## config.mk

```make
export PLATFORM = sky130hd
export DESIGN_NAME = signed_bcd_converter_flat
export DESIGN_NICKNAME = d
export VERILOG_FILES = /design/src/rtl/signed_bcd_converter_pkg.sv /design/src/rtl/signed_bcd_converter_if.sv /design/src/rtl/signed_bcd_converter_digit_adjust.sv /design/src/rtl/signed_bcd_converter.sv /design/src/flat_wrapper.sv
export SDC_FILE = /design/constraint.sdc
export NUM_CORES = 1
export LEC_CHECK = 0
export ABC_CLOCK_PERIOD_IN_PS = 1450
export BUFFER_PORTS_ARGS = -buffer_cell sky130_fd_sc_hd__buf_2
export CORE_ASPECT_RATIO = 1.1
export CORE_MARGIN = 4
export CORE_UTILIZATION = 57
export DETAILED_ROUTE_END_ITERATION = 10
export HOLD_SLACK_MARGIN = 0.03
export PLACE_DENSITY = 0.79
export SETUP_SLACK_MARGIN = 0.2
export SYNTH_ARGS = -nofsm -noshare
export SYNTH_HDL_FRONTEND = slang
export SYNTH_HIERARCHICAL = 1
export SYNTH_SLANG_ARGS = --single-unit
```

## constraint.sdc

```tcl
create_clock -name CLK -period 1.45 [get_ports CLK]
set_input_delay 0.0725 -clock CLK [delete_from_list [all_inputs] [get_ports CLK]]
set_output_delay 0.0725 -clock CLK [all_outputs]
set_load 0.05 [all_outputs]
```

## src/rtl/signed_bcd_converter_pkg.sv

```systemverilog
// ============================================================================
// Module   : signed_bcd_converter_pkg
// Brief    : Shared types and constants for the signed BCD converter.
// Revision : 1.0 - initial release
// ============================================================================
`default_nettype none

package signed_bcd_converter_pkg;

  localparam int DEF_WIDTH  = 8;
  localparam int DEF_DIGITS = 3;

  typedef enum logic [1:0] {
    IDLE   = 2'd0,
    SHIFT  = 2'd1,
    FINISH = 2'd2
  } state_e;

  // Width of a counter that must hold the value w itself.
  function automatic int cnt_width(input int w);
    return $clog2(w + 1);
  endfunction

endpackage

`default_nettype wire

```

## src/rtl/signed_bcd_converter_if.sv

```systemverilog
// ============================================================================
// Module   : signed_bcd_converter_if
// Brief    : Start/done handshake and result bus of the signed BCD converter.
// Revision : 1.0 - initial release
// ============================================================================
`default_nettype none

interface signed_bcd_converter_if #(
  parameter int WIDTH  = 8,
  parameter int DIGITS = 3
);

  logic                  start;
  logic [WIDTH-1:0]      value;
  logic                  ovf_in;
  logic                  busy;
  logic                  done;
  logic                  sign;
  logic                  ovf;
  logic [4*DIGITS-1:0]   bcd;

  modport master (
    output start, value, ovf_in,
    input  busy, done, sign, ovf, bcd
  );

  modport slave (
    input  start, value, ovf_in,
    output busy, done, sign, ovf, bcd
  );

endinterface

`default_nettype wire

```

## src/rtl/signed_bcd_converter_digit_adjust.sv

```systemverilog
// ============================================================================
// Module   : bcd_digit_adjust
// Brief    : Double-dabble digit correction: add 3 when the digit is >= 5.
// Revision : 1.0 - initial release
// ============================================================================
`default_nettype none

module bcd_digit_adjust (
  input  wire logic [3:0] digit_i,
  output logic      [3:0] digit_o
);

  assign digit_o = (digit_i >= 4'd5) ? (digit_i + 4'd3) : digit_i;

endmodule

`default_nettype wire

```

## src/rtl/signed_bcd_converter.sv

```systemverilog
// ============================================================================
// Module   : signed_bcd_converter
// Brief    : Iterative two's-complement to sign + BCD converter, one
//            double-dabble shift per clock with a start/done handshake.
// Revision : 1.0 - initial release
// ============================================================================
`default_nettype none

module signed_bcd_converter
  import signed_bcd_converter_pkg::*;
#(
  parameter int WIDTH  = DEF_WIDTH,
  parameter int DIGITS = DEF_DIGITS
) (
  input wire logic                 CLK,
  input wire logic                 RST,
  signed_bcd_converter_if.slave    bus
);

  localparam int CW = cnt_width(WIDTH);
  localparam int BW = 4 * DIGITS;

  state_e              state_q;
  logic [CW-1:0]       count_q;
  logic [WIDTH-1:0]    mag_q;
  logic [BW-1:0]       scratch_q;
  logic                sign_int_q;
  logic                ovf_int_q;

  logic [BW-1:0]       bcd_q;
  logic                sign_q;
  logic                ovf_q;
  logic                done_q;

  logic [BW-1:0]       scratch_adj;
  logic [BW-1:0]       scratch_d;
  logic [WIDTH-1:0]    mag_d;
  logic [WIDTH-1:0]    mag_load;

  // -128 negates to 0x80, which read as unsigned is the correct magnitude.
  assign mag_load = bus.value[WIDTH-1] ? ((~bus.value) + WIDTH'(1)) : bus.value;

  for (genvar g = 0; g < DIGITS; g++) begin : g_adj
    bcd_digit_adjust u_adj (
      .digit_i (scratch_q[4*g +: 4]),
      .digit_o (scratch_adj[4*g +: 4])
    );
  end

  assign scratch_d = {scratch_adj[BW-2:0], mag_q[WIDTH-1]};
  assign mag_d     = {mag_q[WIDTH-2:0], 1'b0};

  always_ff @(posedge CLK or negedge RST) begin
    if (!RST) begin
      state_q    <= IDLE;
      count_q    <= '0;
      mag_q      <= '0;
      scratch_q  <= '0;
      sign_int_q <= 1'b0;
      ovf_int_q  <= 1'b0;
      bcd_q      <= '0;
      sign_q     <= 1'b0;
      ovf_q      <= 1'b0;
      done_q     <= 1'b0;
    end else begin
      done_q <= 1'b0;
      unique case (state_q)
        IDLE: begin
          if (bus.start) begin
            sign_int_q <= bus.value[WIDTH-1];
            mag_q      <= mag_load;
            ovf_int_q  <= bus.ovf_in;
            scratch_q  <= '0;
            count_q    <= CW'(WIDTH);
            state_q    <= SHIFT;
          end
        end
        SHIFT: begin
          scratch_q <= scratch_d;
          mag_q     <= mag_d;
          count_q   <= count_q - CW'(1);
          if (count_q == CW'(1)) begin
            state_q <= FINISH;
          end
        end
        FINISH: begin
          bcd_q   <= scratch_q;
          sign_q  <= sign_int_q;
          ovf_q   <= ovf_int_q;
          done_q  <= 1'b1;
          state_q <= IDLE;
        end
        default: begin
          state_q <= IDLE;
        end
      endcase
    end
  end

  assign bus.busy = (state_q != IDLE);
  assign bus.done = done_q;
  assign bus.sign = sign_q;
  assign bus.ovf  = ovf_q;
  assign bus.bcd  = bcd_q;

endmodule

`default_nettype wire
```

## src/flat_wrapper.sv

```systemverilog
// flat-port wrapper written by rule: the top's interface ports become plain ports
module signed_bcd_converter_flat import signed_bcd_converter_pkg::*;
#(
  parameter int WIDTH  = DEF_WIDTH,
  parameter int DIGITS = DEF_DIGITS
)
  (CLK, RST, bus_start, bus_value, bus_ovf_in, bus_busy, bus_done, bus_sign, bus_ovf, bus_bcd);
  signed_bcd_converter_if #(.WIDTH(WIDTH), .DIGITS(DIGITS)) bus_i ();
  input wire logic CLK;
  input wire logic RST;
  input wire logic [$bits(bus_i.start)-1:0] bus_start;
  input wire logic [$bits(bus_i.value)-1:0] bus_value;
  input wire logic [$bits(bus_i.ovf_in)-1:0] bus_ovf_in;
  output wire logic [$bits(bus_i.busy)-1:0] bus_busy;
  output wire logic [$bits(bus_i.done)-1:0] bus_done;
  output wire logic [$bits(bus_i.sign)-1:0] bus_sign;
  output wire logic [$bits(bus_i.ovf)-1:0] bus_ovf;
  output wire logic [$bits(bus_i.bcd)-1:0] bus_bcd;
  assign bus_i.start = bus_start;
  assign bus_i.value = bus_value;
  assign bus_i.ovf_in = bus_ovf_in;
  assign bus_busy = bus_i.busy;
  assign bus_done = bus_i.done;
  assign bus_sign = bus_i.sign;
  assign bus_ovf = bus_i.ovf;
  assign bus_bcd = bus_i.bcd;
  signed_bcd_converter #(.WIDTH(WIDTH), .DIGITS(DIGITS)) u_core (.CLK(CLK), .RST(RST), .bus(bus_i));
endmodule
```

# Yosys cells after proc, flatten, opt, wreduce, memory -nomap -nowiden
# Index checks and enable logic that the tools add are counted.
# totals
mem_bits_ro	0
in_bits	12
reg_bits	43
out_inout_bits	16
ram_bits	0
mem_count	0
latch_bits	0
word_cells	44
# op_classes
bitwise_logic	1
n_reduce_logical	6
n_lt_le_gt_ge	3
n_shift	0
addsub	5
div_mod_pow	0
multipliers	0
eq_ne	5
mux	14
# ops
op	n
$pmux 12 s2	1
$mux 8	2
$pmux 8 s2	1
$ge 4x3->1 const B	3
$mux 12	1
$mux 4	3
$add 4x2->4 const B	2
$add 8x1->8 const B	1
$not 8->8	1
$pmux 4 s2	1
$reduce_and 2->1	3
$eq 4x1->1 const B	1
$mux 2	2
$pmux 2 s2	1
$reduce_bool 2->1	2
$sub 4x1->4 const B	1
$add 3x2->3 const B	1
$mux 3	1
$eq 2x1->1 const B	1
$eq 2x2->1 const B	1
$logic_not 2->1	1
$ne 2x1->1 const B	1
$ne 2x2->1 const B	1
$mux 1	1

# Logic depth before layout (Yosys ltp)
# logic_depth
word_depth	5
depth_mapped	7
ltp_nobuf	7

# Cells and area by module
# The synthesis kept the hierarchy.
# modules_own_cells
mod	cells_per_inst	n_inst	seq_area_each_um2	area_per_inst_um2
signed_bcd_converter	172	1	1076.0	1850.5
bcd_digit_adjust	16	3	0.0	101.3

# Least setup slack after synthesis
# Ideal clock, no wire load.
# synth_timing
path_type	register to register
start	reg u_core.scratch_q[4]
end	reg u_core.scratch_q[6]
stages_incl_launch_ff	7
path_buffers	0
setup_time_ns	0.076
required_time_ns	1.374
period_less_slack_ns	1.320
t_arrival_ns	1.244
setup_slack_ns	0.130
cell_sequence	dfrtp_1 -> ha_1 -> nand2b_1 -> a21oi_2 -> mux2i_1 -> nand2_1 -> o21ai_1
# synth_via
elab_chain_cells	3
elab_cells_between_ends	4
classes_between	1 x add/sub; 1 x order compare; 2 x mux
# synth_lines
item	line_no	rtl
start: declaration	signed_bcd_converter.sv:26	logic [BW-1:0] scratch_q;
start signal: assignment	signed_bcd_converter.sv:79	scratch_q <= scratch_d;
$add 4x2->4 / $ge 4x3->1 (equally long branches)	signed_bcd_converter_digit_adjust.sv:13	assign digit_o = (digit_i >= 4'd5) ? (digit_i + 4'd3) : digit_i;
$mux 4 *	signed_bcd_converter_digit_adjust.sv:13	
named net u_core.scratch_adj[5]	signed_bcd_converter.sv:35	logic [BW-1:0] scratch_adj;
$pmux 12 s2 *	signed_bcd_converter.sv:67	unique case (state_q)
# Mark *: on every way through the listed nets, which the timed path passes. The rest lies on a longest branch.
# A chain may end at the register's enable or synchronous reset.

# Worst setup path in the final report
# layout_timing
start	reg u_core.scratch_q[9]
end	reg u_core.scratch_q[9]
# layout_via
elab_chain_cells	3
# layout_lines
item	line_no
$ge 4x3->1	signed_bcd_converter_digit_adjust.sv:13
$mux 3	signed_bcd_converter_digit_adjust.sv:13
named net u_core.scratch_adj[8]	signed_bcd_converter.sv:35
$pmux 12 s2	signed_bcd_converter.sv:67
# The timed path passes the listed nets, and every way through them passes these cells.

==> flow_summary.yaml <==
worst_setup_path:
  reg2reg_to: "u_core/scratch_q[9]"
  endpoint_kind: "flop"
  cp.required_ns: 1.67
  worst_r2r_path_depth: 8
  startpoint: "u_core/scratch_q[9]"
  crit_type: "flop to flop"
  cp_max_fo: 3
  r2r_slack_ns: -0.01
  worstReg2RegStart: "u_core/scratch_q[9]"
  cp.arrival_ns: 1.68
  startpoint_type: "flop"
worst_hold_path:
  hold_path_end: "u_core/mag_q[7]"
  min-delay-start: "bus_value[6]"
  holdCritPathClass: "input pin to flop"
  holdPathStages: 4
logic_synthesis:
  yosys_warnings: 6
  synth_fp_nets: 237
  syn_area_per_cell_um2: 9.88
  syn_inst: 216
  syn_area_um2: 2130
floorplan:
  die-width_um: 66.3
  initial_utilization_pct: 58.9
  core-area_um2: 3630
  io_pins: 28
  dieArea_um2: 4790
  die_y_um: 72.2
  row_count: 23
power_and_ir_drop:
  powerDensity_nw_per_um2: 2380
  ir_drop_mv: 1.47
  leakage_nw: 1.41
clock_tree:
  cts_num_sinks: 43
  cts-root-buf: "clkbuf_8"
  clk_latency_ns: 0.30
  cts_tree: "done"
  cts_max_path_buffers: 2
  cts_buffers: 5
  h-tree-depth: 2
  path_clk_slew_ns: 0.08
finish:
  drive_gt1_share_pct: 40.1
  fin_util_pct: 80.3
  fillers: 224
  final_nets: 289
  multi_input_area_um2: 1160
  final_cells: 319
  synthToLayoutAreaGrowth_pct: 36.4
  regArea_um2: 1080
  antenna_cells: 0
grt:
  grt_pass1_wl_um: 7770
  grt_usage_pct: 21.3
  grt_max_degree: 26
  grt_overflow: 0
  grt_antenna_before_repair: 0
  grt_pass1_vias: 1698
timing:
  fmax_ghz: 0.684
  hold_viol_final: 0
  post-route-min-period_ns: 1.46
  slew_headroom_pct: 68.1
  tightest_slew_ns: 0.479
  fin_worst_skew_ns: 0.00619
  finalMaxSlewViolations: 0
  grt_setup_unrepaired: "true"
  finalSetupViolCount: 1
  fin_ws_ns: -0.0128
  min_period_over_period_pct: 101
drt:
  drcViolationCount: 0
  ant_nets: 0
  vias_per_cell: 5.49
  vias: 1752
  routed_wirelength_um: 5160
  drt_iter0_markers: 146
  wl_per_cell_um: 16.2
  first_pass_iters: 4
placed_design:
  port-buffer-count: 27
  hpwlAfterDp_um: 2950
  gp_congestion: 0.826
  numPlacedInstances: 289
run:
  maxCapViolations: 0
outcome:
  failed_checks: "negative setup slack"
  outcome: "finished, violations left"
## power breakdown
| part | switching (W) | total (W) | internal [W] |
|---|---|---|---|
| sequential | 0.000463 | 0.00216 | 0.00169 |
| clock | 0.000412 | 0.00110 | 0.000688 |
| combinational | 0.00204 | 0.00366 | 0.00162 |
## metal layers
| metal | GRT usage, % | vias up | part of all wire [%] |
|---|---|---|---|
| met4 | 9.26 | 0 | 2.5 |
| li1 | - | 831 | - |
| met5 | 0 | - | 0 |
| met1 | 26.0 | 850 | 39 |
| met2 | 36.2 | 58 | 54 |
| met3 | 4.49 | 13 | 4.2 |
## cell type report
class                   instances  area share, %
inverters                      13           1.68
well taps                      50           2.15
clock buffers                   6           2.49
clock inverters                 2           2.06
flip-flops and latches         43           37.1
multi-input cells             151           40.0
repair buffers                 54           14.5
## cells in the final DEF (no fill, tap or decap), types with 8 or more instances in the layout
master,instances
dfrtp_1,39
o21ai_0,11
buf_4,17
inv_2,8
o21ai_1,14
mux2_4,10
nand2_1,47
buf_2,26
## worst max-delay path, cell delays in order (launching register included)
cell and delay [ns]:
dfrtp_1 0.40, inv_2 0.09, ha_4 0.16, nand2b_4 0.14, a21oi_4 0.15, buf_6 0.12, xnor2_2 0.11, nand2_1 0.10
o21ai_1 0.11
## state kept, by name, summed over array words and instances, names as in the netlist
register	count
u_core/bus.sign	1
u_core/bus.done	1
u_core/sign_int_q	1
u_core/count_q	4
u_core/ovf_int_q	1
u_core/scratch_q	12
u_core/mag_q	8
u_core/bus.bcd	12
u_core/state_q	2
u_core/bus.ovf	1
## stage by stage
| stage | total power [W] | hold WS, ns | setup TNS (ns) | area (µm²) | setup WS [ns] |
|---|---|---|---|---|---|
| floorplan | 0.00427 | -0.223 | 0 | 2250 | 0.178 |
| global placement | 0.00490 | 0.0460 | 0 | 2470 | 0.105 |
| detailed placement | 0.00501 | 0.0501 | 0 | 2470 | 0.0543 |
| CTS | 0.00644 | 0.0700 | 0 | 2790 | 0.0903 |
| global route | 0.00731 | 0.0888 | -0.0660 | 2910 | -0.0552 |
| finish | 0.00692 | 0.0659 | -0.0128 | 2910 | -0.0128 |
## worst max path at each step
stage / depth (start not counted) / endpoint / slack, ns
floorplan: 5 / u_core/bus.bcd[10] / 0.18
CTS: 6 / u_core/scratch_q[2] / 0.09
detailed placement: 7 / u_core/scratch_q[2] / 0.05
global route: 8 / u_core/scratch_q[9] / -0.06
global placement: 7 / u_core/scratch_q[2] / 0.11
finish: 8 / u_core/scratch_q[9] / -0.01
## what timing repair did
item | in CTS | in global routing
pin swaps | 3 | 10
setup buffers | 13 | 7
hold endpoints to repair | 19 | 0
hold buffers | 2 | 0
gates resized for setup | 17 | 24
setup endpoints to repair | 28 | 19
Power figures use the tool's default switching activity.
